**config.mk**
```make
export PLATFORM = sky130hd
export DESIGN_NAME = free_list_flat
export DESIGN_NICKNAME = d
export VERILOG_FILES = /design/src/rtl/free_list_if.sv /design/src/rtl/free_list.sv /design/src/flat_wrapper.sv
export SDC_FILE = /design/constraint.sdc
export NUM_CORES = 1
export LEC_CHECK = 0
export CAP_MARGIN = 0
export CORE_MARGIN = 2
export CORE_UTILIZATION = 30
export DETAILED_ROUTE_END_ITERATION = 8
export GPL_TIMING_DRIVEN = 0
export MAX_ROUTING_LAYER = met4
export PLACE_DENSITY = 0.44
export SYNTH_ARGS = -nofsm -noshare
export SYNTH_HDL_FRONTEND = slang
export SYNTH_SLANG_ARGS = --single-unit
```
**constraint.sdc**
```tcl
create_clock -name clk -period 7.7 [get_ports clk]
set_clock_uncertainty 0.05 [all_clocks]
set_input_delay 1.54 -clock clk [delete_from_list [all_inputs] [get_ports clk]]
set_output_delay 1.54 -clock clk [all_outputs]
set_load 0.03 [all_outputs]
```
**src/rtl/free_list_if.sv**
```systemverilog
// Rename-stage free-list port bundle: allocation, graduation free and checkpoint signals.
// The rename stage is the master; the free list is the slave.
interface free_list_if #(
  parameter int PW = 6
);
  logic                 ext_stall;
  logic [1:0]           req_valid;
  logic [1:0][PW-1:0]   alloc_phys_rd;
  logic [1:0]           alloc_valid;
  logic                 int_stall;
  logic                 free_valid;
  logic [PW-1:0]        free_phys_reg;
  logic [PW-1:0]        fl_head_ptr;
  logic                 recall_checkpoint;
  logic [PW-1:0]        new_head;
  logic [PW:0]          free_count;
  logic                 overflow_err;

  modport master (
    output ext_stall, req_valid, free_valid, free_phys_reg, recall_checkpoint, new_head,
    input  alloc_phys_rd, alloc_valid, int_stall, fl_head_ptr, free_count, overflow_err
  );

  modport slave (
    input  ext_stall, req_valid, free_valid, free_phys_reg, recall_checkpoint, new_head,
    output alloc_phys_rd, alloc_valid, int_stall, fl_head_ptr, free_count, overflow_err
  );
endinterface

```
**src/rtl/free_list.sv**
```systemverilog
// Physical-register free list: circular FIFO granting up to two registers per cycle,
// reclaiming one per cycle from graduation, with head-pointer checkpoint restore.

// Per-slot grant steering: slot 1 takes the second entry only when slot 0 also requests.
module free_list_lane #(
  parameter int PW   = 6,
  parameter int LANE = 0
) (
  input  logic          grant,
  input  logic [1:0]    req_valid,
  input  logic [PW-1:0] head_ent,
  input  logic [PW-1:0] next_ent,
  output logic          valid,
  output logic [PW-1:0] phys_rd
);
  logic use_next;

  always_comb begin
    use_next = (LANE != 0) && req_valid[0];
    valid    = grant && req_valid[LANE];
    phys_rd  = '0;
    if (valid) phys_rd = use_next ? next_ent : head_ent;
  end
endmodule

module free_list #(
  parameter int NUM_PHYS_REGS = 64,
  parameter int NUM_ARCH_REGS = 32,
  parameter int PW            = $clog2(NUM_PHYS_REGS)
) (
  input logic       clk,
  input logic       reset,
  free_list_if.slave bus
);
  localparam int FREE_INIT = NUM_PHYS_REGS - NUM_ARCH_REGS;
  // Two extra slots absorb frees already in flight when the list is nominally full.
  localparam int CAP       = FREE_INIT + 2;

  logic [PW-1:0] fl [NUM_PHYS_REGS];
  logic [PW-1:0] head, tail;
  logic [PW:0]   count;
  logic          overflow;

  logic [1:0]    n_req;
  logic [1:0]    granted_n;
  logic          grant;
  logic          free_req;
  logic          at_cap;
  logic          push;
  logic [PW-1:0] head_nxt1;

  always_comb begin
    n_req         = {1'b0, bus.req_valid[0]} + {1'b0, bus.req_valid[1]};
    bus.int_stall = bus.recall_checkpoint || (count < (PW+1)'(n_req));
    grant         = !bus.ext_stall && !bus.int_stall && (n_req != 2'd0);
    granted_n     = grant ? n_req : 2'd0;
    free_req      = bus.free_valid && (bus.free_phys_reg != '0);
    at_cap        = (count == (PW+1)'(CAP));
    push          = free_req && !at_cap;
    head_nxt1     = head + 1'b1;
  end

  for (genvar i = 0; i < 2; i++) begin : g_lane
    free_list_lane #(.PW(PW), .LANE(i)) u_lane (
      .grant     (grant),
      .req_valid (bus.req_valid),
      .head_ent  (fl[head]),
      .next_ent  (fl[head_nxt1]),
      .valid     (bus.alloc_valid[i]),
      .phys_rd   (bus.alloc_phys_rd[i])
    );
  end

  always_ff @(posedge clk) begin
    if (reset) begin
      for (int i = 0; i < NUM_PHYS_REGS; i++)
        fl[i] <= (i < FREE_INIT) ? PW'(NUM_ARCH_REGS + i) : '0;
      head     <= '0;
      tail     <= PW'(FREE_INIT);
      count    <= (PW+1)'(FREE_INIT);
      overflow <= 1'b0;
    end else begin
      if (push) begin
        fl[tail] <= bus.free_phys_reg;
        tail     <= tail + 1'b1;
      end
      if (free_req && at_cap) overflow <= 1'b1;
      if (bus.recall_checkpoint) begin
        // Distance from restored head to tail is the free population; it never aliases to full.
        head  <= bus.new_head;
        count <= {1'b0, PW'(tail - bus.new_head)} + (PW+1)'(push);
      end else begin
        head  <= head + PW'(granted_n);
        count <= count + (PW+1)'(push) - (PW+1)'(granted_n);
      end
    end
  end

  assign bus.fl_head_ptr  = head;
  assign bus.free_count   = count;
  assign bus.overflow_err = overflow;
endmodule

```
**src/flat_wrapper.sv**
```systemverilog
// flat-port wrapper written by rule: the top's interface ports become plain ports
module free_list_flat 
#(
  parameter int NUM_PHYS_REGS = 64,
  parameter int NUM_ARCH_REGS = 32,
  parameter int PW            = $clog2(NUM_PHYS_REGS)
)
  (clk, reset, bus_ext_stall, bus_req_valid, bus_free_valid, bus_free_phys_reg, bus_recall_checkpoint, bus_new_head, bus_alloc_phys_rd, bus_alloc_valid, bus_int_stall, bus_fl_head_ptr, bus_free_count, bus_overflow_err);
  free_list_if #(.PW(PW)) bus_i ();
  input logic clk;
  input logic reset;
  input wire logic [$bits(bus_i.ext_stall)-1:0] bus_ext_stall;
  input wire logic [$bits(bus_i.req_valid)-1:0] bus_req_valid;
  input wire logic [$bits(bus_i.free_valid)-1:0] bus_free_valid;
  input wire logic [$bits(bus_i.free_phys_reg)-1:0] bus_free_phys_reg;
  input wire logic [$bits(bus_i.recall_checkpoint)-1:0] bus_recall_checkpoint;
  input wire logic [$bits(bus_i.new_head)-1:0] bus_new_head;
  output wire logic [$bits(bus_i.alloc_phys_rd)-1:0] bus_alloc_phys_rd;
  output wire logic [$bits(bus_i.alloc_valid)-1:0] bus_alloc_valid;
  output wire logic [$bits(bus_i.int_stall)-1:0] bus_int_stall;
  output wire logic [$bits(bus_i.fl_head_ptr)-1:0] bus_fl_head_ptr;
  output wire logic [$bits(bus_i.free_count)-1:0] bus_free_count;
  output wire logic [$bits(bus_i.overflow_err)-1:0] bus_overflow_err;
  assign bus_i.ext_stall = bus_ext_stall;
  assign bus_i.req_valid = bus_req_valid;
  assign bus_i.free_valid = bus_free_valid;
  assign bus_i.free_phys_reg = bus_free_phys_reg;
  assign bus_i.recall_checkpoint = bus_recall_checkpoint;
  assign bus_i.new_head = bus_new_head;
  assign bus_alloc_phys_rd = bus_i.alloc_phys_rd;
  assign bus_alloc_valid = bus_i.alloc_valid;
  assign bus_int_stall = bus_i.int_stall;
  assign bus_fl_head_ptr = bus_i.fl_head_ptr;
  assign bus_free_count = bus_i.free_count;
  assign bus_overflow_err = bus_i.overflow_err;
  free_list #(.NUM_PHYS_REGS(NUM_PHYS_REGS), .NUM_ARCH_REGS(NUM_ARCH_REGS), .PW(PW)) u_core (.clk(clk), .reset(reset), .bus(bus_i));
endmodule
```
==> results of run 1 <==
-- cell families after synthesis --
kind of cell,after synthesis,share of synthesized area
compound gates,181,0.0567
xor+xnor,24,0.00898
fa+ha+maj,28,0.0159
buf+inv,218,0.0479
flops,404,0.510
mux,231,0.181
simple gates,811,0.180
-- routing by layer --
metal / GRT usage / wire length, um
met5: - / 0
met4: 0.122 / 5890
met3: 0.0535 / 10600
met2: 0.414 / 48900
met1: 0.376 / 45600
-- final timing paths --
check | cells after the start | to | slack [ps]
max | 10 | bus_alloc_phys_rd[9] | 210
min | 2 | u_core.bus.overflow_err$_SDFFE_PP0P_ | 470
max reg2reg | 6 | u_core.fl[33][1]$_SDFFCE_PN0P_ | 3440
min reg2reg | 2 | u_core.bus.overflow_err$_SDFFE_PP0P_ | 470
-- flip-flops by register name, indices dropped and copies added (netlist names) --
name,flops
u_core.bus.overflow_err,1
u_core.tail,6
u_core.bus.free_count,7
u_core.bus.fl_head_ptr,6
u_core.fl,384
-- worst max-delay path, delay by kind of cell (launching register included) --
family                   cells  cell delay (ps)
adder cells (fa/ha/maj)      1              200
AND/OR/NAND/NOR              1              210
buffers and inverters        4             2520
AO/OA/AOI/OAI                2              610
flip-flops                   1              680
multiplexers                 2             1050
-- layout make-up --
type	count	area, um^2
tap	1040	1300
inverter	28	105
clock inverter	29	302
timing repair buffer	46	460
multi-input combinational	1275	10400
antenna	5	12.5
sequential	404	11900
buffer	190	1020
clock buffer	57	1210
fill	7773	50600
-- power groups by stage --
stage                     logic, mW  registers, mW  clock network [mW]
after global routing           1.33           2.54                2.40
after floorplan               0.697           2.58                   0
after CTS                      1.26           2.53                2.32
after detailed placement       1.26           2.58                   0
final                          1.30           2.54                2.30
after global placement         1.25           2.58                   0
-- cells in the final DEF (no fill, tap or decap), types with 38 or more instances in the layout --
| master | count |
|---|---|
| sky130_fd_sc_hd__clkdlybuf4s50_1 | 46 |
| sky130_fd_sc_hd__and2_1 | 134 |
| sky130_fd_sc_hd__or2_2 | 66 |
| sky130_fd_sc_hd__clkbuf_1 | 112 |
| sky130_fd_sc_hd__nor3_1 | 148 |
| sky130_fd_sc_hd__mux2_2 | 45 |
| sky130_fd_sc_hd__or3_1 | 75 |
| sky130_fd_sc_hd__nor2_1 | 114 |
| sky130_fd_sc_hd__edfxtp_1 | 384 |
| sky130_fd_sc_hd__a211oi_1 | 38 |
| sky130_fd_sc_hd__nand2_1 | 174 |
| sky130_fd_sc_hd__mux4_2 | 149 |
| sky130_fd_sc_hd__clkbuf_16 | 47 |
-- per-stage QoR --
| step | worst slack, ps | instance area (um^2) |
|---|---|---|
| after floorplan | 2590 | 23400 |
| after global placement | 606 | 25200 |
| after detailed placement | 580 | 25200 |
| after CTS | 557 | 26700 |
| after global routing | 253 | 26700 |
| final | 210 | 26700 |
==> out/results.ini, run 1 <==
[place]
port_buffers=46
dp.final_hpwl_um=82200
gp_routability_congestion=1.03
dp.cells=2983

[final_layout]
finish.cell_count_without_fillers=3074
syn2layout_area_growth_pct=14.1
share_of_cells_above_drive_strength_1=0.207
design.final.nets=2039
post-route-util=0.345

[clock_network]
cts_tree=done
cts.reportedPaths.clkPinSlew_ps=70
clk-insertion-delay-late_ps=600
tritoncts.num_buffers=47
ctsLongestPathBuffers=3
cts_hold_buffers=0
cts_num_sinks=404
clk_root_buffer_cell=sky130_fd_sc_hd__clkbuf_16
post_cts.resized_instances=0
post-cts-setup-buffers=0
clock_tree.htree_level_count=2

[floorplanning]
die-height_um=283
ios=48
effective_utilization_at_floorplan=0.303
die_area_um2=80300
die_width_um=283
std_cell_rows=102
core_um2=77300

[sta]
maxSlewViolCount=0
rsz0062_at_grt=false
slew-limit-headroom=0.00635
post-route-period-util=0.973
final.hold.worst_slack_ps=466
finalHoldViolations=0
timing_worst_slew_pin_value_ps=1490
setup-tns-final_ps=0
setup-violations-final=0
achievable-frequency_mhz=134
period_minus_slack_ps=7490

[worst_setup_path]
crit_path_start=u_core.bus.fl_head_ptr[1]$_SDFF_PP0_
cp_data_required_time_ps=6110
path_common_cell=sky130_fd_sc_hd__buf_2
cp_cell_sequence=ha_1 -> buf_2 -> buf_2 -> clkbuf_1 -> mux4_2 -> mux2i_1 -> a32oi_1 -> nand4_1 -> o221ai_1 -> clkdlybuf4s50_1
endpoint_kind=output pin
crit_arrival_ps=5900
start_kind=flip-flop
worst-setup-path-type=flip-flop to output pin
cp_slowest_stage_delay_ps=1120
timing.critical_path.slowest_stage_cell=sky130_fd_sc_hd__clkbuf_1
critical_path.max_fanout=10
regToRegStartpoint=u_core.tail[1]$_SDFFE_PP0P_

[synth]
synth_cells=1897
synth_ff_type=sky130_fd_sc_hd__edfxtp_1
synthesis.area_um2=23400
synthTopCellsByArea=sky130_fd_sc_hd__edfxtp_1 49%, sky130_fd_sc_hd__mux4_2 14%, sky130_fd_sc_hd__and2_1 3.6%
synth_warnings=0
syn_area_per_cell_um2=12.3
yosys.area.top_type=sky130_fd_sc_hd__edfxtp_1
synth_sequential_area_ratio=0.510
syn-num-nets=1944
yosys-top-cells-count=384 x sky130_fd_sc_hd__edfxtp_1, 174 x sky130_fd_sc_hd__nand2_1, 149 x sky130_fd_sc_hd__mux4_2, 148 x sky130_fd_sc_hd__nor3_1, 134 x sky130_fd_sc_hd__and2_1
most_numerous_cell_in_the_yosys_netlist=sky130_fd_sc_hd__edfxtp_1
synth_top_area_frac=0.493
synthDistinctLibCells=72
synth_edf_count=384
postSynth.asyncResetShare=0
synth_seq_cells=404

[power]
power_switching_share=0.313
power.combinational.fraction=0.211
post_layout_total_power_mw=6.14
clock_power_share=0.375
internal_power_mw=4.21
power.ir.vdd_worst_mv=0.123
netSwitchingPower_mw=1.92
leakage_nw=8.37
power.density_cell_area_nw_per_um2=230
power_frac_seq=0.413

[detailed_routing]
drt_iter0_drc=2405
drt_wl_total_um=111000
postRouteAntennaNets=0
avg_wl_per_cell_um=36.1
route.detailed.drc=0
route.detailed.vias_per_inst=5.93
detail_route.first_pass.iterations=6
routed-via-count=18200

[global_route]
first_global_vias=18000
grt_antenna_before_repair=11
pin_count_of_the_biggest_net_entering_global_routing=13
first_pass_grt_wire_length_um=150000
gr-total-overflow=0
grtUsageTotal=0.281

[job]
maxCapViolations=1

[status]
violations_in_the_final_reports=max-capacitance violations
status=finished, violations left

[hold_path]
hp-class=flip-flop to flip-flop
min_from=u_core.bus.overflow_err$_SDFFE_PP0P_

(Power assumes the default switching activity.)
==> run 2, diff against run 1 <==
--- a/config.mk
+++ b/config.mk
@@ -9,7 +9,6 @@
 export CORE_MARGIN = 2
 export CORE_UTILIZATION = 30
 export DETAILED_ROUTE_END_ITERATION = 8
-export GPL_TIMING_DRIVEN = 0
 export MAX_ROUTING_LAYER = met4
 export PLACE_DENSITY = 0.44
 export SYNTH_ARGS = -nofsm -noshare
==> out/results.ini, run 2 (synthesis results as in run 1) <==
[detailed_routing]
postRouteAntennaNets=0
route.detailed.drc=0
detail_route.first_pass.iterations=5
avg_wl_per_cell_um=27.3
drt_iter0_drc=1327
route.detailed.vias_per_inst=5.50
routed-via-count=16100
drt_wl_total_um=80000

[sta]
rsz0062_at_grt=false
achievable-frequency_mhz=148
finalHoldViolations=0
maxSlewViolCount=0
slew-limit-headroom=0.293
setup-violations-final=0
timing_worst_slew_pin_value_ps=1060
setup-tns-final_ps=0
period_minus_slack_ps=6780
post-route-period-util=0.880

[place]
gp_routability_congestion=0.848
dp.final_hpwl_um=52500
port_buffers=47

[global_route]
grtUsageTotal=0.203
gr-total-overflow=0
grt_antenna_before_repair=2
pin_count_of_the_biggest_net_entering_global_routing=69
first_global_vias=16200
first_pass_grt_wire_length_um=117000

[hold_path]
min_to=u_core.bus.overflow_err$_SDFFE_PP0P_
hp-class=flip-flop to flip-flop
min_from=u_core.bus.overflow_err$_SDFFE_PP0P_
hold_path_depth=2

[final_layout]
post-route-util=0.338
design.final.nets=1900
final_common_cell=sky130_fd_sc_hd__edfxtp_1
max_flop_register=u_core.fl
syn2layout_area_growth_pct=11.7
layout.cells.most_common_list=384 x sky130_fd_sc_hd__edfxtp_1, 174 x sky130_fd_sc_hd__nand2_1, 149 x sky130_fd_sc_hd__mux4_2
share_of_cells_above_drive_strength_1=0.215
largest_reg_flops=384

[job]
maxCapViolations=0

[worst_setup_path]
endpoint_kind=output pin
cp_data_required_time_ps=6110
worstReg2RegEnd=u_core.bus.free_count[6]$_SDFF_PP0_
rrSetupSlack_ps=3890
worst_r2r_path_depth=13
path_common_cell=sky130_fd_sc_hd__clkdlybuf4s50_1
critical_path.max_fanout=6
cp_slowest_stage_delay_ps=780
cp_cell_sequence=clkdlybuf4s50_1 -> inv_1 -> ha_1 -> nand2b_1 -> a211o_1 -> a21oi_1 -> nor3_1 -> nand3_1 -> o221ai_1 -> clkdlybuf4s50_1
start_kind=input pin
regToRegStartpoint=u_core.bus.free_count[1]$_SDFF_PP0_
crit_arrival_ps=5190
worst-setup-path-type=input pin to output pin
timing.critical_path.slowest_stage_cell=sky130_fd_sc_hd__clkdlybuf4s50_1

[floorplanning]
effective_utilization_at_floorplan=0.303
core_um2=77300
ios=48
die_area_um2=80300
die-height_um=283
die_width_um=283
std_cell_rows=102

[clock_network]
cts_num_sinks=404
post_cts.resized_instances=0
cts_hold_buffers=0
clk_root_buffer_cell=sky130_fd_sc_hd__clkbuf_16
cts_tree=done
clock_tree.htree_level_count=2
clk-insertion-delay-late_ps=590
cts.reportedPaths.clkPinSlew_ps=60
ctsLongestPathBuffers=3
tritoncts.num_buffers=47
post-cts-setup-buffers=0

[status]
status=complete, no violations

[power]
leakage_nw=8.11
power.ir.vdd_worst_mv=0.155
power.density_cell_area_nw_per_um2=223

-- run 2: cell types whose count changed in the layout (fill, tap and decap cells not counted), sizes merged, moves of 2 or more --
cell,before,now
clkbuf,162,62
buf,85,54
inv,31,29
clkdlybuf4s50,46,43
diode,5,1
bufinv,6,4
-- run 2: stage by stage --
stage	setup slack [ps]	cell area, um^2	hold WS [ps]	cells	power (mW)
floorplan	2590	23400	516	1897	3.28
global placement	1060	24700	437	2844	3.66
detailed placement	977	24700	435	2844	3.67
CTS	974	26100	449	2929	5.87
global route	807	26100	472	2930	6.03
finish	922	26100	437	2930	5.83
-- run 2: cell type report --
class	count	area, um^2
fill	7732	51200
sequential	404	11900
multi-input combinational	1275	10400
tap	1040	1300
clock buffer	62	1250
timing repair buffer	97	913
clock inverter	23	210
inverter	28	105
antenna	1	2.50
-- run 2: worst max-delay path by stage --
stage / start / to / slack [ps] / cells after the start
after floorplan: bus_req_valid[0] / bus_alloc_phys_rd[6] / 2590 / 8
after global placement: bus_req_valid[1] / bus_alloc_phys_rd[7] / 1060 / 10
after detailed placement: bus_req_valid[0] / bus_alloc_phys_rd[7] / 980 / 10
after CTS: bus_req_valid[0] / bus_alloc_phys_rd[7] / 970 / 10
after global routing: bus_req_valid[0] / bus_alloc_phys_rd[7] / 810 / 10
final: bus_req_valid[0] / bus_alloc_phys_rd[7] / 920 / 10
-- run 2: worst max-delay path, delay by kind of cell --
kind | cells | cell delay [ps]
buffers and inverters | 3 | 1410
AOI/OAI and AO/OA | 3 | 940
adders and majority gates | 1 | 340
and+or+nand+nor | 3 | 950
-- run 2: per-layer routing --
| layer | GRT usage | wire, um |
|---|---|---|
| met5 | - | 0 |
| met4 | 0.0594 | 2270 |
| met3 | 0.0283 | 3830 |
| met2 | 0.326 | 38400 |
| met1 | 0.268 | 35500 |
-- run 2: report_power, final --
part,switching [mW],internal [mW]
clock network,0.939,1.27
logic,0.681,0.399
registers,0.0666,2.47
==> run 3, diff against run 2 <==
--- a/config.mk
+++ b/config.mk
@@ -5,9 +5,11 @@
 export SDC_FILE = /design/constraint.sdc
 export NUM_CORES = 1
 export LEC_CHECK = 0
+export ABC_CLOCK_PERIOD_IN_PS = 7700
 export CAP_MARGIN = 0
 export CORE_MARGIN = 2
 export CORE_UTILIZATION = 30
+export CTS_BUF_LIST = sky130_fd_sc_hd__clkbuf_8
 export DETAILED_ROUTE_END_ITERATION = 8
 export MAX_ROUTING_LAYER = met4
 export PLACE_DENSITY = 0.44
==> out/results.ini, run 3 (synthesis results as in run 1) <==
[global_route]
met1_usage_grt=0.265
first_pass_grt_wire_length_um=118000
grtUsageTotal=0.204
first_global_vias=16500
grt_antenna_before_repair=2
grt.busiest_layer=met2
grt_use_met2=0.326
gr-total-overflow=0
pin_count_of_the_biggest_net_entering_global_routing=69
met3_usage=0.0340

[detailed_routing]
drt_iter0_drc=1317
avg_wl_per_cell_um=27.1
route.detailed.vias_per_inst=5.46
postRouteAntennaNets=0
routed-via-count=16200
detail_route.first_pass.iterations=5
route.detailed.drc=0
drt_wl_total_um=80600

[worst_setup_path]
crit_arrival_ps=5200
start_kind=input pin
worst_r2r_path_depth=13
worst_path_dominant_cell_family=buffers and inverters
path_buf_inv=3
rrSetupSlack_ps=3910
cp_slowest_stage_delay_ps=790
worst-setup-path-type=input pin to output pin
cp_data_required_time_ps=6110
path_common_cell=sky130_fd_sc_hd__clkdlybuf4s50_1
endpoint_kind=output pin
timing.critical_path.slowest_stage_cell=sky130_fd_sc_hd__clkdlybuf4s50_1
cp_cell_sequence=clkdlybuf4s50_1 -> inv_1 -> ha_1 -> nand2b_1 -> a211o_1 -> a21oi_1 -> nor3_1 -> nand3_1 -> o221ai_1 -> clkdlybuf4s50_1
worstReg2RegEnd=u_core.bus.free_count[6]$_SDFF_PP0_
regToRegStartpoint=u_core.bus.free_count[1]$_SDFF_PP0_
critical_path.max_fanout=6

[floorplanning]
ios=48
core_um2=77300
die_width_um=283
die_area_um2=80300
effective_utilization_at_floorplan=0.303
die-height_um=283
std_cell_rows=102

[hold_path]
hp-class=flip-flop to flip-flop
min_to=u_core.bus.overflow_err$_SDFFE_PP0P_
hold_path_depth=2
min_from=u_core.bus.overflow_err$_SDFFE_PP0P_

[place]
gp_routability_congestion=0.848
dp.final_hpwl_um=52500
port_buffers=47
dp.cells=2844

[final_layout]
largest_reg_flops=384
syn2layout_area_growth_pct=11.6
finish.cell_count_without_fillers=2977
post-route-util=0.338
final_common_cell=sky130_fd_sc_hd__edfxtp_1
design.final.nets=1929
max_flop_register=u_core.fl
layout.cells.most_common_list=384 x sky130_fd_sc_hd__edfxtp_1, 174 x sky130_fd_sc_hd__nand2_1, 149 x sky130_fd_sc_hd__mux4_2
filler_cell_count=7770
share_of_cells_above_drive_strength_1=0.226

[sta]
period_minus_slack_ps=6790
maxSlewViolCount=0
achievable-frequency_mhz=147
finalHoldViolations=0
setup-tns-final_ps=0
rsz0062_at_grt=false
timing_worst_slew_pin_value_ps=1040
setup-violations-final=0
post-route-period-util=0.882
final.hold.worst_slack_ps=437
slew-limit-headroom=0.304

[clock_network]
cts.reportedPaths.clkPinSlew_ps=60
post-cts-setup-buffers=0
ctsLongestPathBuffers=3
cts_hold_buffers=0
clk-insertion-delay-late_ps=660
post_cts.resized_instances=0
clock_tree.htree_level_count=3
cts_num_sinks=404
clk_root_buffer_cell=sky130_fd_sc_hd__clkbuf_8
cts_tree=done
tritoncts.num_buffers=76

[job]
maxCapViolations=0

[power]
power.combinational.fraction=0.189
power.ir.vdd_worst_mv=0.112
clock_power_share=0.366
power_switching_share=0.301
leakage_nw=8.23
power.density_cell_area_nw_per_um2=219
power_frac_seq=0.445
internal_power_mw=3.99
netSwitchingPower_mw=1.72

[status]
status=complete, no violations

[run 3: changes by cell type in the layout (fill, tap and decap cells not counted), sizes merged]
cell / delta
inv: +26
clkbuf: +18
bufinv: +1
clkinv: +1
clkinvlp: +1
[run 3: worst max-delay path by stage]
stage	cells past startpoint	slack, ps	from	end
global placement	10	1060	bus_req_valid[1]	bus_alloc_phys_rd[7]
detailed placement	10	980	bus_req_valid[0]	bus_alloc_phys_rd[7]
finish	10	910	bus_req_valid[0]	bus_alloc_phys_rd[7]
floorplan	8	2590	bus_req_valid[0]	bus_alloc_phys_rd[6]
global route	10	810	bus_req_valid[0]	bus_alloc_phys_rd[7]
CTS	10	970	bus_req_valid[0]	bus_alloc_phys_rd[7]
[run 3: worst register-to-register path, stage by stage (launching register included)]
cell,delay (ps)
sky130_fd_sc_hd__dfxtp_1,450
sky130_fd_sc_hd__ha_1,290
sky130_fd_sc_hd__a211o_1,270
sky130_fd_sc_hd__a21oi_1,470
sky130_fd_sc_hd__nor4b_2,200
sky130_fd_sc_hd__xor2_1,190
sky130_fd_sc_hd__ha_1,250
sky130_fd_sc_hd__fa_1,460
sky130_fd_sc_hd__a21o_1,180
sky130_fd_sc_hd__a21oi_1,250
sky130_fd_sc_hd__o21bai_1,110
sky130_fd_sc_hd__a21oi_1,180
sky130_fd_sc_hd__mux2i_1,210
sky130_fd_sc_hd__a21oi_1,80
[run 3: final cells by class]
class | instances | area [um^2] | share of cell area
clock buffers | 80 | 1100 | 0.0421
well taps | 1040 | 1300 | 0.0498
multi-input cells | 1275 | 10400 | 0.399
clock inverters | 52 | 340 | 0.0130
flip-flops and latches | 404 | 11900 | 0.457
inverters | 28 | 105 | 0.00402
diodes | 1 | 2.50 | 0.0000958
repair buffers | 97 | 913 | 0.0350
[run 3: routing by layer]
layer  vias to the layer above  routed length, um
li1                       7163                  -
met5                         -                  0
met1                      8432              34900
met3                       118               4770
met2                       527              38800
met4                         0               2230
[run 3: power groups by stage]
| stage | logic (mW) | registers, mW | clock network (mW) |
|---|---|---|---|
| detailed placement | 1.08 | 2.58 | 0 |
| finish | 1.08 | 2.54 | 2.09 |
| global placement | 1.08 | 2.58 | 0 |
| CTS | 1.09 | 2.54 | 2.14 |
| floorplan | 0.697 | 2.58 | 0 |
| global route | 1.15 | 2.55 | 2.23 |
[run 3: per-stage QoR]
step / worst slack, ps / area [um^2] / total power, mW
global placement: 1060 / 24700 / 3.66
finish: 906 / 26100 / 5.71
floorplan: 2590 / 23400 / 3.28
detailed placement: 977 / 24700 / 3.67
global route: 807 / 26100 / 5.93
CTS: 974 / 26100 / 5.77
